===== src/rtl/md_pkg.sv =====
// Shared encodings and sizing for the iterative multiply/divide unit.
package md_pkg;

  localparam logic [2:0] MD_MULT  = 3'b000;
  localparam logic [2:0] MD_MULTU = 3'b001;
  localparam logic [2:0] MD_DIV   = 3'b010;
  localparam logic [2:0] MD_DIVU  = 3'b011;
  localparam logic [2:0] MD_MTHI  = 3'b100;
  localparam logic [2:0] MD_MTLO  = 3'b101;

  typedef enum logic [1:0] {IDLE, CALC, FIX} md_state_e;

  function automatic int md_cnt_w(input int width);
    return $clog2(width + 1);
  endfunction

endpackage


===== src/rtl/md_abs_neg.sv =====
// Conditional two's-complement negate: magnitudes on the way in, sign fix on the way out.
module md_abs_neg
  import md_pkg::*;
#(
  parameter int W = 32
) (
  input  logic [W-1:0] val_i,
  input  logic         neg_i,
  output logic [W-1:0] res_o
);

  assign res_o = neg_i ? (~val_i + W'(1)) : val_i;

endmodule


===== src/rtl/md_unit.sv =====
// Iterative MIPS multiply/divide unit owning HI/LO; shift-add multiply, restoring divide.
// Optional MD_EARLY_OUT_EN: multiplies stop once the remaining multiplier bits are zero.
module md_unit
  import md_pkg::*;
#(
  parameter int WIDTH = 32
) (
  input  logic             clk_i,
  input  logic             rst_i,
  input  logic             start_i,
  input  logic [2:0]       op_i,
  input  logic [WIDTH-1:0] a_i,
  input  logic [WIDTH-1:0] b_i,
  output logic             busy_o,
  output logic             done_o,
  output logic [WIDTH-1:0] hi_o,
  output logic [WIDTH-1:0] lo_o,
  output logic             div_zero_o
);

  localparam int CNT_W = md_cnt_w(WIDTH);

  md_state_e          state_q;
  logic [CNT_W-1:0]   cnt_q;
  logic [2*WIDTH-1:0] acc_q, acc_d;
  logic [2*WIDTH-1:0] mcand_q;
  logic [WIDTH-1:0]   mplr_q;
  logic               is_div_q, pneg_q, rneg_q;
  logic               busy_q, done_q, dz_q;
  logic [WIDTH-1:0]   hi_q, lo_q;

  logic               signed_op, a_neg, b_neg, last_iter;
  logic [WIDTH-1:0]   abs_a, abs_b, quo_fix, rem_fix;
  logic [2*WIDTH-1:0] prod_fix, mul_sum, div_next;
  logic [WIDTH:0]     diff;

  assign signed_op = ~op_i[0];
  assign a_neg     = signed_op & a_i[WIDTH-1];
  assign b_neg     = signed_op & b_i[WIDTH-1];

  md_abs_neg #(.W(WIDTH))   u_abs_a (.val_i(a_i), .neg_i(a_neg), .res_o(abs_a));
  md_abs_neg #(.W(WIDTH))   u_abs_b (.val_i(b_i), .neg_i(b_neg), .res_o(abs_b));
  md_abs_neg #(.W(2*WIDTH)) u_prod  (.val_i(acc_q), .neg_i(pneg_q), .res_o(prod_fix));
  md_abs_neg #(.W(WIDTH))   u_quo   (.val_i(acc_q[WIDTH-1:0]), .neg_i(pneg_q), .res_o(quo_fix));
  md_abs_neg #(.W(WIDTH))   u_rem   (.val_i(acc_q[2*WIDTH-1:WIDTH]), .neg_i(rneg_q), .res_o(rem_fix));

  // Multiplicand shifts left each cycle, so an early exit needs no realignment.
  // Divide keeps {remainder, dividend/quotient} in acc and shifts it left.
  always_comb begin
    mul_sum  = acc_q + (mplr_q[0] ? mcand_q : '0);
    diff     = acc_q[2*WIDTH-1:WIDTH-1] - {1'b0, mplr_q};
    div_next = diff[WIDTH] ? {acc_q[2*WIDTH-2:0], 1'b0}
                           : {diff[WIDTH-1:0], acc_q[WIDTH-2:0], 1'b1};
    acc_d    = is_div_q ? div_next : mul_sum;
    last_iter = (cnt_q == CNT_W'(1));
`ifdef MD_EARLY_OUT_EN
    if (!is_div_q && (mplr_q[WIDTH-1:1] == '0)) last_iter = 1'b1;
`endif
  end

  always_ff @(posedge clk_i) begin
    if (rst_i) begin
      state_q  <= IDLE;
      cnt_q    <= '0;
      acc_q    <= '0;
      mcand_q  <= '0;
      mplr_q   <= '0;
      is_div_q <= 1'b0;
      pneg_q   <= 1'b0;
      rneg_q   <= 1'b0;
      busy_q   <= 1'b0;
      done_q   <= 1'b0;
      dz_q     <= 1'b0;
      hi_q     <= '0;
      lo_q     <= '0;
    end else begin
      done_q <= 1'b0;
      case (state_q)
        IDLE: begin
          if (start_i) begin
            case (op_i)
              MD_MULT, MD_MULTU: begin
                state_q  <= CALC;
                busy_q   <= 1'b1;
                dz_q     <= 1'b0;
                is_div_q <= 1'b0;
                acc_q    <= '0;
                mcand_q  <= {{WIDTH{1'b0}}, abs_a};
                mplr_q   <= abs_b;
                cnt_q    <= CNT_W'(WIDTH);
                pneg_q   <= a_neg ^ b_neg;
                rneg_q   <= 1'b0;
              end
              MD_DIV, MD_DIVU: begin
                busy_q   <= 1'b1;
                dz_q     <= 1'b0;
                is_div_q <= 1'b1;
                mplr_q   <= abs_b;
                cnt_q    <= CNT_W'(WIDTH);
                if (b_i == '0) begin
                  // Raw a into HI, all ones into LO; FIX passes them through unsigned.
                  state_q <= FIX;
                  acc_q   <= {a_i, {WIDTH{1'b1}}};
                  pneg_q  <= 1'b0;
                  rneg_q  <= 1'b0;
                end else begin
                  state_q <= CALC;
                  acc_q   <= {{WIDTH{1'b0}}, abs_a};
                  pneg_q  <= a_neg ^ b_neg;
                  rneg_q  <= a_neg;
                end
              end
              MD_MTHI: begin
                hi_q   <= a_i;
                dz_q   <= 1'b0;
                done_q <= 1'b1;
              end
              MD_MTLO: begin
                lo_q   <= a_i;
                dz_q   <= 1'b0;
                done_q <= 1'b1;
              end
              default: ;
            endcase
          end
        end
        CALC: begin
          acc_q   <= acc_d;
          mcand_q <= mcand_q << 1;
          if (!is_div_q) mplr_q <= mplr_q >> 1;
          cnt_q   <= cnt_q - CNT_W'(1);
          if (last_iter) state_q <= FIX;
        end
        FIX: begin
          hi_q    <= is_div_q ? rem_fix : prod_fix[2*WIDTH-1:WIDTH];
          lo_q    <= is_div_q ? quo_fix : prod_fix[WIDTH-1:0];
          dz_q    <= is_div_q && (mplr_q == '0);
          busy_q  <= 1'b0;
          done_q  <= 1'b1;
          state_q <= IDLE;
        end
        default: state_q <= IDLE;
      endcase
    end
  end

  assign busy_o     = busy_q;
  assign done_o     = done_q;
  assign hi_o       = hi_q;
  assign lo_o       = lo_q;
  assign div_zero_o = dz_q;

endmodule

===== config.mk =====
export PLATFORM = sky130hd
export DESIGN_NAME = md_unit
export DESIGN_NICKNAME = d
export VERILOG_FILES = /design/src/rtl/md_pkg.sv /design/src/rtl/md_abs_neg.sv /design/src/rtl/md_unit.sv
export SDC_FILE = /design/constraint.sdc
export NUM_CORES = 1
export LEC_CHECK = 0
export BUFFER_PORTS_ARGS = -buffer_cell sky130_fd_sc_hd__buf_2
export CORE_UTILIZATION = 30
export CTS_BUF_LIST = sky130_fd_sc_hd__clkbuf_16
export DETAILED_ROUTE_END_ITERATION = 6
export GPL_ROUTABILITY_DRIVEN = 0
export PLACE_DENSITY = 0.52
export SYNTH_ARGS = -nofsm -noshare
export SYNTH_HDL_FRONTEND = slang
export SYNTH_SLANG_ARGS = --single-unit

===== constraint.sdc =====
create_clock -name clk_i -period 3.67 [get_ports clk_i]
set_input_delay 0 -clock clk_i [delete_from_list [all_inputs] [get_ports clk_i]]
set_output_delay 0 -clock clk_i [all_outputs]
set_load 0.02 [all_outputs]

Word-level counts from Yosys, hierarchy flattened
Index checks and enable logic that the tools add are counted.
{"block": "op_classes", "addsub": 8, "n_eq_ne": 17, "n_mux": 49, "bitwise": 9, "n_reduce_logical": 23}
{"cell": "2-to-1 mux 64 bit", "count": 8}
{"cell": "2-to-1 mux 32 bit", "count": 13}
{"cell": "one-hot mux 64 bit (2 select lines)", "count": 3}
{"cell": "one-hot mux 32 bit (2 select lines)", "count": 3}
{"cell": "adder 32 x 1 -> 32 bit, second input constant", "count": 4}
{"cell": "NOT 32 bit", "count": 4}
{"cell": "adder 64 x 1 -> 64 bit, second input constant", "count": 1}
{"cell": "adder 64 bit", "count": 1}
{"cell": "zero test 32 bit", "count": 2}
{"cell": "NOT 64 bit", "count": 1}
{"cell": "subtractor 33 x 32 -> 33 bit", "count": 1}
{"cell": "AND reduction 3 bit", "count": 9}
{"cell": "2-to-1 mux 6 bit", "count": 2}
{"cell": "one-hot mux 1 bit (2 select lines)", "count": 6}
{"cell": "one-hot mux 6 bit (2 select lines)", "count": 1}
{"cell": "!= test 2 bit, second input constant", "count": 5}
{"cell": "2-to-1 mux 1 bit", "count": 8}
{"cell": "one-hot mux 2 bit (2 select lines)", "count": 2}
{"cell": "equality test 3 x 2 -> 1 bit, second input constant", "count": 2}
{"cell": "equality test 3 bit, second input constant", "count": 2}
{"cell": "equality test 6 x 1 -> 1 bit, second input constant", "count": 1}
{"cell": "2-to-1 mux 2 bit", "count": 3}
{"cell": "!= test 2 x 1 -> 1 bit, second input constant", "count": 3}
{"cell": "nonzero test 2 bit", "count": 3}
{"cell": "other kinds (15)", "count": 18}
{"block": "word_totals", "ff_bits": 238, "inputBits": 70, "out_inout_bits": 67, "elab_cells": 119}

Logic depth before layout (Yosys ltp)
Gate-level depths: netlist of the first run.
{"block": "depth", "word_depth": 7, "ltp_mapped": 16, "ltp_nobuf": 14}

Cells and area by module
Synthesis of the first run repeated with hierarchy kept, for this count alone.
{"block": "hier_totals", "cells_unflattened": 2948, "area_unflattened_um2": 22077.4}
{"mod": "md_unit", "instances": 1, "cells_each": 2346, "area_per_inst_um2": 17320.4, "seq_area_each_um2": 4764.6}
{"mod": "md_abs_neg (u_abs_a ...)", "instances": 4, "cells_each": 99, "area_per_inst_um2": 777.0, "seq_area_each_um2": 0.0}
{"mod": "md_abs_neg (u_prod)", "instances": 1, "cells_each": 206, "area_per_inst_um2": 1649.1, "seq_area_each_um2": 0.0}

Least setup slack after synthesis of the first run
No wires, ideal clock.
{"block": "synth_path", "path_kind": "reg2reg", "start": "register mplr_q[0]", "end": "register acc_q[61]", "setup_ps": 114, "t_arrival_ps": 3377, "required_ps": 3556, "slack_ps": 179, "path_stages_with_launch": 15, "path_buffers": 2, "period_less_slack_ps": 3491, "cell_sequence": "dfxtp_1 clkbuf_1 clkbuf_1 and2_1 ha_1 o211a_1 a2111o_1 a31oi_4 o21bai_1 a21oi_1 o21bai_1 a311oi_1 o21ai_0 xor2_1 a21o_1"}
{"block": "synth_between", "elab_chain_len": 4, "elab_cells_between_ends": 6, "cone_classes": "add/sub: 2; mux: 4"}
{"item": "from (decl)", "line": "md_unit.sv:27", "text": "logic [WIDTH-1:0] mplr_q;"}
{"item": "from (signal assigned)", "line": "md_unit.sv:89", "text": "mplr_q <= abs_b;"}
{"item": "from (signal assigned)", "line": "md_unit.sv:98", "text": "mplr_q <= abs_b;"}
{"item": "from (signal assigned)", "line": "md_unit.sv:130", "text": "if (!is_div_q) mplr_q <= mplr_q >> 1;"}
{"item": "2-to-1 mux 64 bit / subtractor 33 x 32 -> 33 bit (equally long branches)", "line": "md_unit.sv:50, md_unit.sv:51"}
{"item": "adder 64 bit / 2-to-1 mux 64 bit (equally long branches)", "line": "md_unit.sv:50, md_unit.sv:52"}
{"item": "2-to-1 mux 64 bit *", "line": "md_unit.sv:54", "text": "acc_d = is_div_q ? div_next : mul_sum;"}
{"item": "one-hot mux 64 bit (2 select lines) *", "line": "md_unit.sv:78", "text": "case (state_q)"}
{"item": "to (signal assigned)", "line": "md_unit.sv:103", "text": "acc_q <= {a_i, {WIDTH{1'b1}}};"}
{"item": "to (signal assigned)", "line": "md_unit.sv:108", "text": "acc_q <= {{WIDTH{1'b0}}, abs_a};"}
{"item": "to (decl)", "line": "md_unit.sv:25", "text": "logic [2*WIDTH-1:0] acc_q, acc_d;"}
Every way passes the cells marked *; elsewhere a longest branch is shown, timed or not.
A chain may end at the register's enable or synchronous reset.

Worst setup path after layout of the first run
{"block": "layout_path", "start": "register mplr_q[0]", "end": "register acc_q[54]"}
The elaborated chain is that of the path after synthesis.

==> results of run 1 <==
registers in the layout (all words and copies together), names as in the netlist:
signal,count
mcand_q,64
is_div_q,1
done_o,1
pneg_q,1
lo_o,32
state_q,2
mplr_q,32
div_zero_o,1
rneg_q,1
busy_o,1
hi_o,32
acc_q,64
cnt_q,6
stage by stage:
| step | setup TNS, ns | power (uW) |
|---|---|---|
| global placement | 0 | 6030 |
| finish | 0 | 9260 |
| detailed placement | -0.0161 | 6060 |
| floorplan | 0 | 4940 |
| CTS | 0 | 9240 |
| global route | -0.373 | 9690 |
routing by layer:
metal	wire length, microns	part of all wire	vias up
met3	6460	0.078	202
met1	35400	0.43	10300
met5	11	0.00013	-
li1	-	-	10200
met2	37600	0.45	932
met4	3730	0.045	2
cell families after synthesis:
group	Yosys count
mux	69
xor+xnor	205
compound gates	862
simple gates	917
fa+ha+maj	103
flops	238
buf+inv	254
cell usage in the layout, fill, tap and decap left out, drive strengths merged, types with 10 or more instances in the layout:
cell,count
nand4,38
and3,21
o41ai,19
xnor2,122
o21a,16
a21oi,223
mux2i,68
dfxtp,238
a22oi,35
buf,313
nand2,197
or3,22
clkinv,13
o31ai,26
dlygate4sd3,64
inv,69
a21o,72
a311oi,24
o21ai,157
a221oi,26
or2,11
a31oi,21
nor3,60
o211ai,21
and2,70
a222oi,30
o21bai,16
or4,21
clkbuf,31
xor2,83
a211oi,106
ha,101
nand2b,14
nor4,30
nor2b,24
nand3,33
nor2,356
o22ai,10
final timing paths:
kind / startpoint / endpoint / slack, ns
setup / recovery: mplr_q[0] / acc_q[54] / 0.02
hold / removal: b_i[30] / mplr_q[30] / 0.01
setup reg to reg: mplr_q[0] / acc_q[54] / 0.02
hold reg to reg: busy_o / busy_o / 0.46
worst min-delay path, stage by stage:
cell,delay [ns]
sky130_fd_sc_hd__buf_2,0.09
sky130_fd_sc_hd__xnor2_1,0.06
sky130_fd_sc_hd__nor2_1,0.09
sky130_fd_sc_hd__a211oi_1,0.09
sky130_fd_sc_hd__a211oi_1,0.22
power by group:
group          internal, uW  switching (uW)
clock                  1820            1280
sequential             2740             192
combinational          1250            1970
total                  5810            3450
area by class of cell:
| class | count | area (sq um) | area share |
|---|---|---|---|
| timing repair buffer | 378 | 2750 | 0.114 |
| antenna | 2 | 5.00 | 0.000208 |
| multi-input combinational | 2156 | 14200 | 0.591 |
| clock buffer | 30 | 751 | 0.0313 |
| clock inverter | 23 | 243 | 0.0101 |
| tap | 855 | 1070 | 0.0445 |
| sequential | 238 | 4770 | 0.199 |
| inverter | 65 | 244 | 0.0102 |
timing repair:
item,4_1_cts,5_1_grt
pin swaps,2,13
setup buffers,0,2
endpoints found under the hold margin,108,0
hold buffers,64,0
gates resized for setup,2,28
endpoints found under the setup margin,4,36
==> results.sh, run 1 <==
export IMPL_slowest_stage="sky130_fd_sc_hd__or4_1"
export IMPL_start_util=0.305
export IMPL_ys_seq_area_frac=0.242
export IMPL_synthDominantCellAreaShare=0.242
export IMPL_synth_area_top_cells="sky130_fd_sc_hd__dfxtp_1, sky130_fd_sc_hd__nor2_1, sky130_fd_sc_hd__ha_1"
export IMPL_syn_nets=2821
export IMPL_routed_via_density=5.78
export IMPL_synthesis_area_per_instance_sq_um=7.45
export IMPL_numCtsBuffers=30
export IMPL_timing_clock_skew_ns=0.0170
export IMPL_dr_total_vias=21600
export IMPL_area_growth_synth_to_final_pct=21.8
export IMPL_nets=3042
export IMPL_post_synth_xor_area_fraction=0.0911
export IMPL_cpLargestDelayFamily="compound AO/OA/AOI/OAI gates"
export IMPL_drive_above_1_share=0.149
export IMPL_critical_path_startpoint_type="flop"
export IMPL_cp_slowest_stage_delay_ns=0.54
export IMPL_die_area_sq_um=66700
export IMPL_wire_length_of_the_first_global_routing_pass_microns=125000
export IMPL_irDropWorstVdd_uv=367
export IMPL_chipWidth_microns=258
export IMPL_critical_path_depth=13
export IMPL_hold_violations=0
export IMPL_synth_warning_count=0
export IMPL_area_after_dpl_sq_um=22200
export IMPL_drt_wirelength_per_cell_microns=22.2
export IMPL_globalRouteTotalUtil=0.240
export IMPL_pnr_worst_setup_slack_ns=0.0238
export IMPL_synth_edff_count=0
export IMPL_drtIter0Drc=2205
export IMPL_syn_instance_count=2648
export IMPL_synth_top_family_by_area="compound AO/OA/AOI/OAI gates"
export IMPL_final_min_period_over_clock_period=0.994
export IMPL_timing_max_transition_violations_final=0
export IMPL_synth_area_mux_share=0.0351
export IMPL_top_flip_flop_cell_by_instance_count_after_synthesis="sky130_fd_sc_hd__dfxtp_1"
export IMPL_worstHoldPathType="input port to flop"
export IMPL_grt_ovfl_total=0
export IMPL_path_cells="buf_12 -> and2_1 -> ha_1 -> nand4_1 -> or4_1 -> a211o_1 -> a211oi_2 -> o31ai_2 -> a21o_1 -> o311ai_1 -> and3_1 -> o21ai_1 -> a311oi_1"
export IMPL_rsz_0062_raised_after_global_routing="true"
export IMPL_vias_in_the_first_global_route=20500
export IMPL_proportion_of_register_bits_with_asynchronous_set_or_reset_after_synthesis=0
export IMPL_filler_cells=6875
export IMPL_dpl_hpwl_microns=62700
export IMPL_port_buffers=136
export IMPL_power_per_cell_area_nw_per_um2=386
export IMPL_status="complete, no violations"
export IMPL_cts_reportedPaths_clkPinSlew_ns=0.06
export IMPL_floorplan_die_height_microns=258
export IMPL_maximum_number_of_pins_on_one_net_before_global_route_repair=119
export IMPL_synth_seq_cells=238
export IMPL_total_number_of_placement_rows=93
export IMPL_cts_path_max_buffers=3
export IMPL_path_max_fanout=24
export IMPL_total_of_endpoints_with_negative_setup_slack_in_the_final_report=0
export IMPL_post_place_cells=3627
export IMPL_clock_tree_htree_level_count=1
export IMPL_worstMarginPinSlew_ns=1.04
export IMPL_clock_fmax_mhz=274
export IMPL_initial_antenna_violation_count=1
export IMPL_place_worst_setup_slack_ns=-0.0105
export IMPL_yosys_area_share_simple=0.222
export IMPL_hold_path_depth=5
export IMPL_finalWirelength_microns=83200
export IMPL_synth_cells_most_frequent="sky130_fd_sc_hd__nor2_1, sky130_fd_sc_hd__dfxtp_1, sky130_fd_sc_hd__a21oi_1"
export IMPL_met1_layer_usage_reported_by_global_route=0.313
export IMPL_core_area_sq_um=64700
export IMPL_drt_antenna_violating_nets=0
export IMPL_drv_cap=0
export IMPL_timing_worst_setup_path_type="flop to flop"
export IMPL_design_portCount=137
export IMPL_worst_r2r_path_depth=13
export IMPL_synth_compound_area_share=0.295
export IMPL_synth_cell_area_sq_um=19700
export IMPL_cts_tree="yes"
export IMPL_ctsRootBufferMaster="sky130_fd_sc_hd__clkbuf_16"
export IMPL_fin_worst_hold_slack_ns=0.0140
export IMPL_synthAdderAreaFrac=0.0661
export IMPL_netlist_cell_type_count=87
export IMPL_static_leakage_power_uw=0.0101
export IMPL_crit_path_end_kind="flop"
export IMPL_final_cell_area_sq_um=24000
export IMPL_arrival_time_of_data_at_the_critical_path_endpoint_ns=4.16
export IMPL_drt_first_pass_iters=7
export IMPL_finish_utilization=0.371
export IMPL_globalRouteMet3Util=0.0400
export IMPL_synth_area_leader_cell="sky130_fd_sc_hd__dfxtp_1"
export IMPL_clock_sink_count=238
export IMPL_path_buf_inv=1
export IMPL_cell_with_the_most_instances_after_synthesis="sky130_fd_sc_hd__nor2_1"
export IMPL_remaining_drc_errors=0
export IMPL_grtUsageMet2=0.393
export IMPL_timing_slew_headroom=0.307
export IMPL_cp_data_required_time_ns=4.18
export IMPL_number_of_standard_cells_in_the_layout_taps_in_and_fillers_out=3747
export IMPL_gr_max_usage_layer="met2"
export IMPL_period_minus_slack_ns=3.65
export IMPL_clkLatencyLatePin_ns=0.61
No activity file was read; power rests on OpenSTA's default activity.
==> inputs of run 2 (changes only) <==
--- a/config.mk
+++ b/config.mk
@@ -10,7 +10,7 @@
 export CTS_BUF_LIST = sky130_fd_sc_hd__clkbuf_16
 export DETAILED_ROUTE_END_ITERATION = 6
 export GPL_ROUTABILITY_DRIVEN = 0
-export PLACE_DENSITY = 0.52
+export PLACE_DENSITY = 0.5
 export SYNTH_ARGS = -nofsm -noshare
 export SYNTH_HDL_FRONTEND = slang
 export SYNTH_SLANG_ARGS = --single-unit
==> constraint.sdc (replaced) <==
create_clock -name clk_i -period 4.6 [get_ports clk_i]
set_input_delay 0 -clock clk_i [delete_from_list [all_inputs] [get_ports clk_i]]
set_output_delay 0 -clock clk_i [all_outputs]
set_load 0.02 [all_outputs]
==> run 2 against run 1 <==
  * The run now ends with negative hold slack left
  * Critical path depth stayed put
  * Sequential cell count did not move
  * Clock skew decreased by 0.0012 ns
  * Count of clock-buffer cells in the layout unchanged
  * Cell count down 3.4%
  * Combinational power is 28% lower
  * Critical path type unchanged
  * Largest cell class unchanged
  * Largest power group is now registers
==> results.sh, run 2 (synthesis gave the netlist of run 1 again) <==
export IMPL_status="finished with violations"
export IMPL_failed_checks="negative hold slack"
export IMPL_hold_violations=2
export IMPL_cts_hold_fix_buffers=67
export IMPL_total_of_endpoints_with_negative_setup_slack_in_the_final_report=0
export IMPL_numCtsBuffers=30
export IMPL_drive_above_1_share=0.101
export IMPL_fin_worst_hold_slack_ns=-0.0115
export IMPL_vias_in_the_first_global_route=19600
export IMPL_initial_antenna_violation_count=2
export IMPL_area_growth_synth_to_final_pct=15.6
export IMPL_finalWirelength_microns=81100
export IMPL_most_used_cells_in_the_layout_excluding_fill_and_tap_cells="sky130_fd_sc_hd__nor2_1, sky130_fd_sc_hd__dfxtp_1, sky130_fd_sc_hd__a21oi_1"
export IMPL_clock_sink_count=238
export IMPL_worstHoldPathType="input port to flop"
export IMPL_grt_ovfl_total=0
export IMPL_layout_cells_most_common="sky130_fd_sc_hd__nor2_1"
export IMPL_period_minus_slack_ns=4.11
export IMPL_die_area_sq_um=66700
export IMPL_wire_length_of_the_first_global_routing_pass_microns=122000
export IMPL_remaining_drc_errors=0
export IMPL_drt_first_pass_iters=6
export IMPL_timing_rr_end="acc_q[61]"
export IMPL_power_per_cell_area_nw_per_um2=307
export IMPL_drt_wirelength_per_cell_microns=22.4
export IMPL_cts_resized=0
export IMPL_globalRouteTotalUtil=0.234
export IMPL_start_util=0.305
export IMPL_setup_reg_to_reg_worst_slack_ns=0.49
export IMPL_crit_path_end_kind="flop"
export IMPL_timing_worst_setup_path_type="flop to flop"
export IMPL_final_min_period_over_clock_period=0.894
export IMPL_static_leakage_power_uw=0.00938
export IMPL_cp_data_required_time_ns=5.09
export IMPL_worst_r2r_path_depth=13
export IMPL_dpl_hpwl_microns=60500
export IMPL_filler_cells=6979
export IMPL_finalSetupTns_ns=0
export IMPL_timing_slew_headroom=0.286
export IMPL_registers_with_the_most_flip_flops="acc_q (64), mcand_q (64)"
export IMPL_hold_path_depth=2
export IMPL_routed_via_density=5.80
export IMPL_timing_max_transition_violations_final=0
export IMPL_drv_cap=0
export IMPL_nets=2915
export IMPL_worstMarginPinSlew_ns=1.07
export IMPL_drtIter0Drc=2377
export IMPL_maximum_number_of_pins_on_one_net_before_global_route_repair=106
export IMPL_crit_path_end="acc_q[61]"
export IMPL_irDropWorstVdd_uv=299
export IMPL_core_area_sq_um=64700
export IMPL_finalPower_uw=7000
export IMPL_arrival_time_of_data_at_the_critical_path_endpoint_ns=4.60
export IMPL_crit_path_start="mplr_q[0]"
export IMPL_dr_total_vias=21000
export IMPL_cts_tree="yes"
export IMPL_postCtsSetupRepairBufs=0
export IMPL_worst_r2r_startpoint="mplr_q[0]"
export IMPL_port_buffers=136
export IMPL_cts_path_max_buffers=3
export IMPL_clkLatencyLatePin_ns=0.61
export IMPL_rsz_0062_raised_after_global_routing="false"
export IMPL_cts_reportedPaths_clkPinSlew_ns=0.06
export IMPL_ctsRootBufferMaster="sky130_fd_sc_hd__clkbuf_16"
export IMPL_clock_fmax_mhz=243
export IMPL_chipWidth_microns=258
export IMPL_design_portCount=137
export IMPL_floorplan_die_height_microns=258
export IMPL_drt_antenna_violating_nets=0
export IMPL_critical_path_startpoint_type="flop"
export IMPL_total_number_of_placement_rows=93
export IMPL_path_max_fanout=39
export IMPL_timing_clock_skew_ns=0.0158
export IMPL_clock_tree_htree_level_count=1
run 2: worst max-delay path: stages (launching register included):
cell,delay [ns]
sky130_fd_sc_hd__dfxtp_2,0.60
sky130_fd_sc_hd__buf_4,0.45
sky130_fd_sc_hd__and2_1,0.19
sky130_fd_sc_hd__ha_1,0.31
sky130_fd_sc_hd__a21oi_1,0.27
sky130_fd_sc_hd__o21bai_1,0.13
sky130_fd_sc_hd__a221o_1,0.34
sky130_fd_sc_hd__a21o_1,0.17
sky130_fd_sc_hd__a21oi_1,0.23
sky130_fd_sc_hd__o22ai_1,0.13
sky130_fd_sc_hd__a311oi_1,0.54
sky130_fd_sc_hd__o21ai_0,0.22
sky130_fd_sc_hd__xor2_1,0.18
sky130_fd_sc_hd__a21o_1,0.18
run 2: final cells by class:
| type | instances | area [sq um] | share of cell area |
|---|---|---|---|
| Timing Repair Buffer | 251 | 1730 | 0.0760 |
| Clock buffer | 30 | 751 | 0.0329 |
| Tap cell | 855 | 1070 | 0.0469 |
| Sequential cell | 238 | 4770 | 0.209 |
| Multi-Input combinational cell | 2156 | 14100 | 0.617 |
| Antenna cell | 2 | 5.00 | 0.000220 |
| Inverter | 65 | 244 | 0.0107 |
| Clock inverter | 24 | 151 | 0.00664 |
run 2: worst min path at each step:
stage | startpoint | endpoint | slack, ns
6_report | rst_i | mcand_q[63] | -0.01
5_1_grt | rst_i | mcand_q[63] | 0.04
4_1_cts | b_i[28] | mplr_q[28] | 0.005
3_5_place_dp | op_i[1] | is_div_q | 0.34
3_3_place_gp | op_i[1] | is_div_q | 0.33
2_1_floorplan | op_i[1] | is_div_q | 0.14
run 2: metal layers:
layer	vias to the layer above	routed length (microns)	track usage
met2	833	36600	0.381
met1	10100	35800	0.310
met5	-	11	0
li1	9924	-	-
met4	2	3250	0.0896
met3	178	5430	0.0367
run 2: power breakdown:
part	total [uW]	internal [uW]	switching, uW
sequential	2410	2190	216
combinational	2330	861	1470
clock	2260	1230	1030
total	7000	4280	2710
run 2: stage by stage:
step	util	setup WS [ns]	std cells	cell area (sq um)
after floorplan	-	1.11	2648	19700
after global placement	0.328	0.608	3498	21200
after detailed placement	0.328	0.539	3498	21200
after CTS	0.352	0.472	3619	22800
after global routing	0.352	0.222	3619	22800
final	0.352	0.489	3621	22800
